File: config.mk
export PLATFORM = sky130hd
export DESIGN_NAME = tx_data_buffer
export DESIGN_NICKNAME = d
export VERILOG_FILES = /design/src/rtl/tx_data_buffer.sv
export SDC_FILE = /design/constraint.sdc
export NUM_CORES = 1
export LEC_CHECK = 0
export CAP_MARGIN = 20
export CORE_MARGIN = 1
export CORE_UTILIZATION = 31
export DETAILED_ROUTE_END_ITERATION = 16
export SLEW_MARGIN = 30
export SYNTH_ARGS = -nofsm -noshare
export SYNTH_HDL_FRONTEND = slang
export SYNTH_SLANG_ARGS = --single-unit
File: constraint.sdc
create_clock -name clk -period 3.95 [get_ports clk]
set_clock_uncertainty 0.05 [all_clocks]
set_input_delay 1.185 -clock clk [delete_from_list [all_inputs] [get_ports clk]]
set_output_delay 1.185 -clock clk [all_outputs]
set_load 0.05 [all_outputs]
File: src/rtl/tx_data_buffer.sv
// rtl/tx_data_buffer.sv - 64x8 circular TX byte FIFO with FWFT head; optional sticky error flags (TX_BUF_ERR_FLAGS_EN)
module tx_data_buffer (
   input  logic       clk,
   input  logic       n_rst,
   input  logic [7:0] tx_data,
   input  logic       store_tx_data,
   input  logic       get_tx_packet_data,
   input  logic       flush,
   input  logic       clear,
   output logic [7:0] tx_packet_data,
   output logic [6:0] buffer_occupancy,
   output logic       overrun_err,
   output logic       underrun_err
);

   localparam int unsigned DEPTH = 64;

   logic [7:0] mem_q [0:DEPTH-1];
   logic [5:0] wr_ptr_q, wr_ptr_d;
   logic [5:0] rd_ptr_q, rd_ptr_d;
   logic [6:0] occ_q, occ_d;
   logic       full, empty, discard, do_push, do_pop;

   // Decide which operations take effect this edge; flush/clear overrides everything.
   // A pop while full frees a slot, so a same-cycle push is still accepted.
   always_comb begin
      full     = (occ_q == 7'd64);
      empty    = (occ_q == 7'd0);
      discard  = flush | clear;
      do_pop   = get_tx_packet_data & ~empty & ~discard;
      do_push  = store_tx_data & (~full | get_tx_packet_data) & ~discard;
      wr_ptr_d = wr_ptr_q;
      rd_ptr_d = rd_ptr_q;
      occ_d    = occ_q;
      if (discard) begin
         wr_ptr_d = 6'd0;
         rd_ptr_d = 6'd0;
         occ_d    = 7'd0;
      end else begin
         if (do_push) wr_ptr_d = wr_ptr_q + 6'd1;
         if (do_pop)  rd_ptr_d = rd_ptr_q + 6'd1;
         case ({do_push, do_pop})
            2'b10:   occ_d = occ_q + 7'd1;
            2'b01:   occ_d = occ_q - 7'd1;
            default: occ_d = occ_q;
         endcase
      end
   end

   // Pointer and occupancy registers, cleared immediately by reset.
   always_ff @(posedge clk or negedge n_rst) begin
      if (!n_rst) begin
         wr_ptr_q <= 6'd0;
         rd_ptr_q <= 6'd0;
         occ_q    <= 7'd0;
      end else begin
         wr_ptr_q <= wr_ptr_d;
         rd_ptr_q <= rd_ptr_d;
         occ_q    <= occ_d;
      end
   end

   // Storage array; contents are never cleared, only the pointers are.
   always_ff @(posedge clk) begin
      if (do_push) mem_q[wr_ptr_q] <= tx_data;
   end

   assign tx_packet_data   = empty ? 8'h00 : mem_q[rd_ptr_q];
   assign buffer_occupancy = occ_q;

`ifdef TX_BUF_ERR_FLAGS_EN
   logic ovr_q, ovr_d;
   logic und_q, und_d;

   // Sticky flags: set on a dropped push or an ignored lone pop; flush/clear wins.
   always_comb begin
      ovr_d = ovr_q | (store_tx_data & full & ~get_tx_packet_data);
      und_d = und_q | (get_tx_packet_data & empty & ~store_tx_data);
      if (discard) begin
         ovr_d = 1'b0;
         und_d = 1'b0;
      end
   end

   // Error flag registers.
   always_ff @(posedge clk or negedge n_rst) begin
      if (!n_rst) begin
         ovr_q <= 1'b0;
         und_q <= 1'b0;
      end else begin
         ovr_q <= ovr_d;
         und_q <= und_d;
      end
   end

   assign overrun_err  = ovr_q;
   assign underrun_err = und_q;
`else
   assign overrun_err  = 1'b0;
   assign underrun_err = 1'b0;
`endif

endmodule

==> flow_metrics.env <==
export IMPL_critPathKind="flop to primary output"
export IMPL_drt_iter0_drc=1100
export IMPL_htreeDepth=2
export IMPL_finalPower_uw=11600
export IMPL_worst_path_max_delay_cell="mux4_2"
export IMPL_route_detailed_drc=0
export IMPL_io_pins=31
export IMPL_cp_arrival_ps=2970
export IMPL_synth_edf_count=512
export IMPL_layout_common_cells="512 x edfxtp_1, 145 x buf_4, 103 x mux4_2"
export IMPL_final_setup_viol_count=8
export IMPL_avgViaCountPerCell=5.15
export IMPL_clockBufferDepth=3
export IMPL_dpl_worst_slack_ps=44.3
export IMPL_drv_slew=0
export IMPL_holdWs_ps=491
export IMPL_setup_worst_path_end_class="primary output"
export IMPL_slew_headroom_pct=46.9
export IMPL_ir_worst_vdd_uv=299
export IMPL_crit_fanout=6
export IMPL_finalWeightedCongestion=0.896
export IMPL_fmaxAchievable_mhz=238
export IMPL_numCtsBuffers=54
export IMPL_ys_flop_type="edfxtp_1"
export IMPL_die_x_um=263
export IMPL_grt_max_degree=65
export IMPL_ant_nets=0
export IMPL_hold_viol=0
export IMPL_num_vias=11400
export IMPL_status="finished with violations"
export IMPL_fin_cells=2210
export IMPL_clk_pin_slew_ps=60
export IMPL_clk_latency_ps=600
export IMPL_diodes=0
export IMPL_first_global_vias=11600
export IMPL_drive_gt1_share_pct=32.8
export IMPL_synthArstFlopShare_pct=3.58
export IMPL_dieArea_sq_um=69300
export IMPL_grt_use_total_pct=15.2
export IMPL_cts_hold_buf=0
export IMPL_finalNetCount=1316
export IMPL_cp_slowest_stage_delay_ps=500
export IMPL_layout_commonest_cell="edfxtp_1"
export IMPL_crit_chain="buf_12 -> bufbuf_16 -> mux4_2 -> mux2i_1 -> o22ai_2 -> a21oi_2 -> a21oi_2 -> buf_12"
export IMPL_finalWorstPathRequiredPeriod_ps=4210
export IMPL_reg2regPathDepth=12
export IMPL_dpl_cell_count=2092
export IMPL_antenna_found_initial=0
export IMPL_cellLeakagePower_uw=0.00808
export IMPL_clkSinkCount=531
export IMPL_cts_root_buffer="clkbuf_16"
export IMPL_dpl_hpwl_um=33000
export IMPL_io_buffer_count=28
export IMPL_syn_cell_area_sq_um=21200
export IMPL_detail_route_wl_per_cell_um=23.7
export IMPL_postPlaceCellArea_sq_um=23400
export IMPL_ys_seq_area_share_pct=74.9
export IMPL_finalWorstSetupSlack_ps=-259
export IMPL_fin_area_sq_um=25900
export IMPL_ys_seq_elements=531
export IMPL_routed_wl_um=52300
export IMPL_worst_setup_path_start_kind="flop"
export IMPL_required_ps=2710
export IMPL_synth_cells=1107
export IMPL_dr_pass1_iters=5
export IMPL_min_period_over_period_pct=107
export IMPL_min_path_type="input pin to async pin"
export IMPL_grt_pass1_wl_um=78600
export IMPL_core_area_sq_um=67400
export IMPL_rsz0062_at_grt="yes"
export IMPL_tritoncts="built"
export IMPL_drv_cap=0
export IMPL_grt_overflow=0
export IMPL_yosys_warnings=0
export IMPL_start_util_pct=31.4
export IMPL_syn2layout_area_growth_pct=22.2
export IMPL_netlist_cell_type_count=56
export IMPL_core_rowCount=95
export IMPL_violations="setup timing"
export IMPL_syn_area_per_cell_sq_um=19.1
export IMPL_fp_dieH_um=263
export IMPL_p_per_area_nw_per_um2=449
export IMPL_worst_slew_pin_slew_ps=796
==> power by group <==
part / internal (uW) / switching, uW
registers: 6180 / 7.17
clock network: 2930 / 2070
logic: 165 / 273
total: 9270 / 2350
==> cells by family after synthesis <==
logic type | share of synthesized area (%)
xor gates and xnor gates | 0.538
and+or+nand+nor | 4.20
other | 0.0177
buffers and inverters | 1.63
muxes | 14.6
DFF | 74.9
AOI/OAI and AO/OA | 3.84
adders and majority gates | 0.237
==> sequential cells by signal (all words and copies together) (netlist names) <==
register          count
rd_ptr_q              6
mem_q               512
buffer_occupancy      7
wr_ptr_q              6
==> Yosys cell counts, types with 4 or more instances <==
library cell,n,area [sq um]
inv_1,7,26.3
nor4_1,5,31.3
a31oi_1,6,37.5
nor2b_1,4,25.0
or3_1,7,43.8
a221o_1,4,40.0
a22oi_1,20,150
o22ai_1,16,100
nand3b_1,5,37.5
nor3_1,7,35.0
buf_6,4,45.0
clkbuf_1,19,71.3
xor2_1,5,43.8
xnor2_1,8,70.1
a22o_1,4,35.0
buf_2,19,95.1
and3_1,5,31.3
mux2i_1,58,581
o21ai_0,13,65.1
nand4_1,4,25.0
edfxtp_1,512,15400
buf_4,8,60.1
nor2_1,102,383
a21oi_1,29,145
mux4_2,103,2320
dfrtp_1,19,475
nand3_1,14,70.1
buf_1,11,41.3
ha_1,4,50.1
mux2_2,16,180
o221ai_1,6,52.6
nand2_1,26,97.6
==> worst max-delay path: cells and delay by family, from the launching register on <==
| family | cells | cell delay, ps |
|---|---|---|
| flops | 1 | 450 |
| compound gates | 3 | 520 |
| buf+inv | 3 | 620 |
| mux | 2 | 770 |
==> routing by layer <==
metal / track usage, % / vias up / wire length (um)
li1: - / 4885 / -
met1: 21.3 / 5996 / 22700
met2: 24.6 / 431 / 25000
met3: 2.42 / 70 / 3520
met4: 4.00 / 0 / 1070
met5: 0 / - / 0
==> final cells by class <==
class	count	area, sq um
Inverter	8	32.5
Fill cell	6022	41500
Tap cell	873	1090
Clock buffer	77	1490
Clock inverter	18	229
Sequential cell	531	15900
Multi-Input combinational cell	508	5310
Timing Repair Buffer	195	1850
==> per-stage QoR <==
| stage | util, % | TNS, ps |
|---|---|---|
| floorplan | - | 0 |
| global placement | 34.7 | 0 |
| detailed placement | 34.7 | 0 |
| CTS | 38.2 | -1790 |
| global route | 38.4 | -2150 |
| finish | 38.4 | -1730 |
==> repair_timing <==
action | in CTS | in global routing
gates resized for setup | 75 | 24
setup endpoints to repair | 8 | 8
pin swaps | 24 | 10
setup buffers | 14 | 4
cloned | 5 | 0
==> path summary, 6_finish.rpt <==
kind | slack [ps] | end | startpoint
worst min register to register | 580 | wr_ptr_q[0]$_DFFE_PN0P_ | wr_ptr_q[0]$_DFFE_PN0P_
worst max-delay path | -260 | tx_packet_data[1] | rd_ptr_q[0]$_DFFE_PN0P_
worst max register to register | 750 | buffer_occupancy[6]$_DFFE_PN0P_ | buffer_occupancy[0]$_DFFE_PN0P_
max in group asynchronous | 2980 | rd_ptr_q[1]$_DFFE_PN0P_ | n_rst
min in group clk | 580 | wr_ptr_q[0]$_DFFE_PN0P_ | wr_ptr_q[0]$_DFFE_PN0P_
worst min-delay path | 490 | rd_ptr_q[4]$_DFFE_PN0P_ | n_rst
Power figures use the tool's default switching activity.
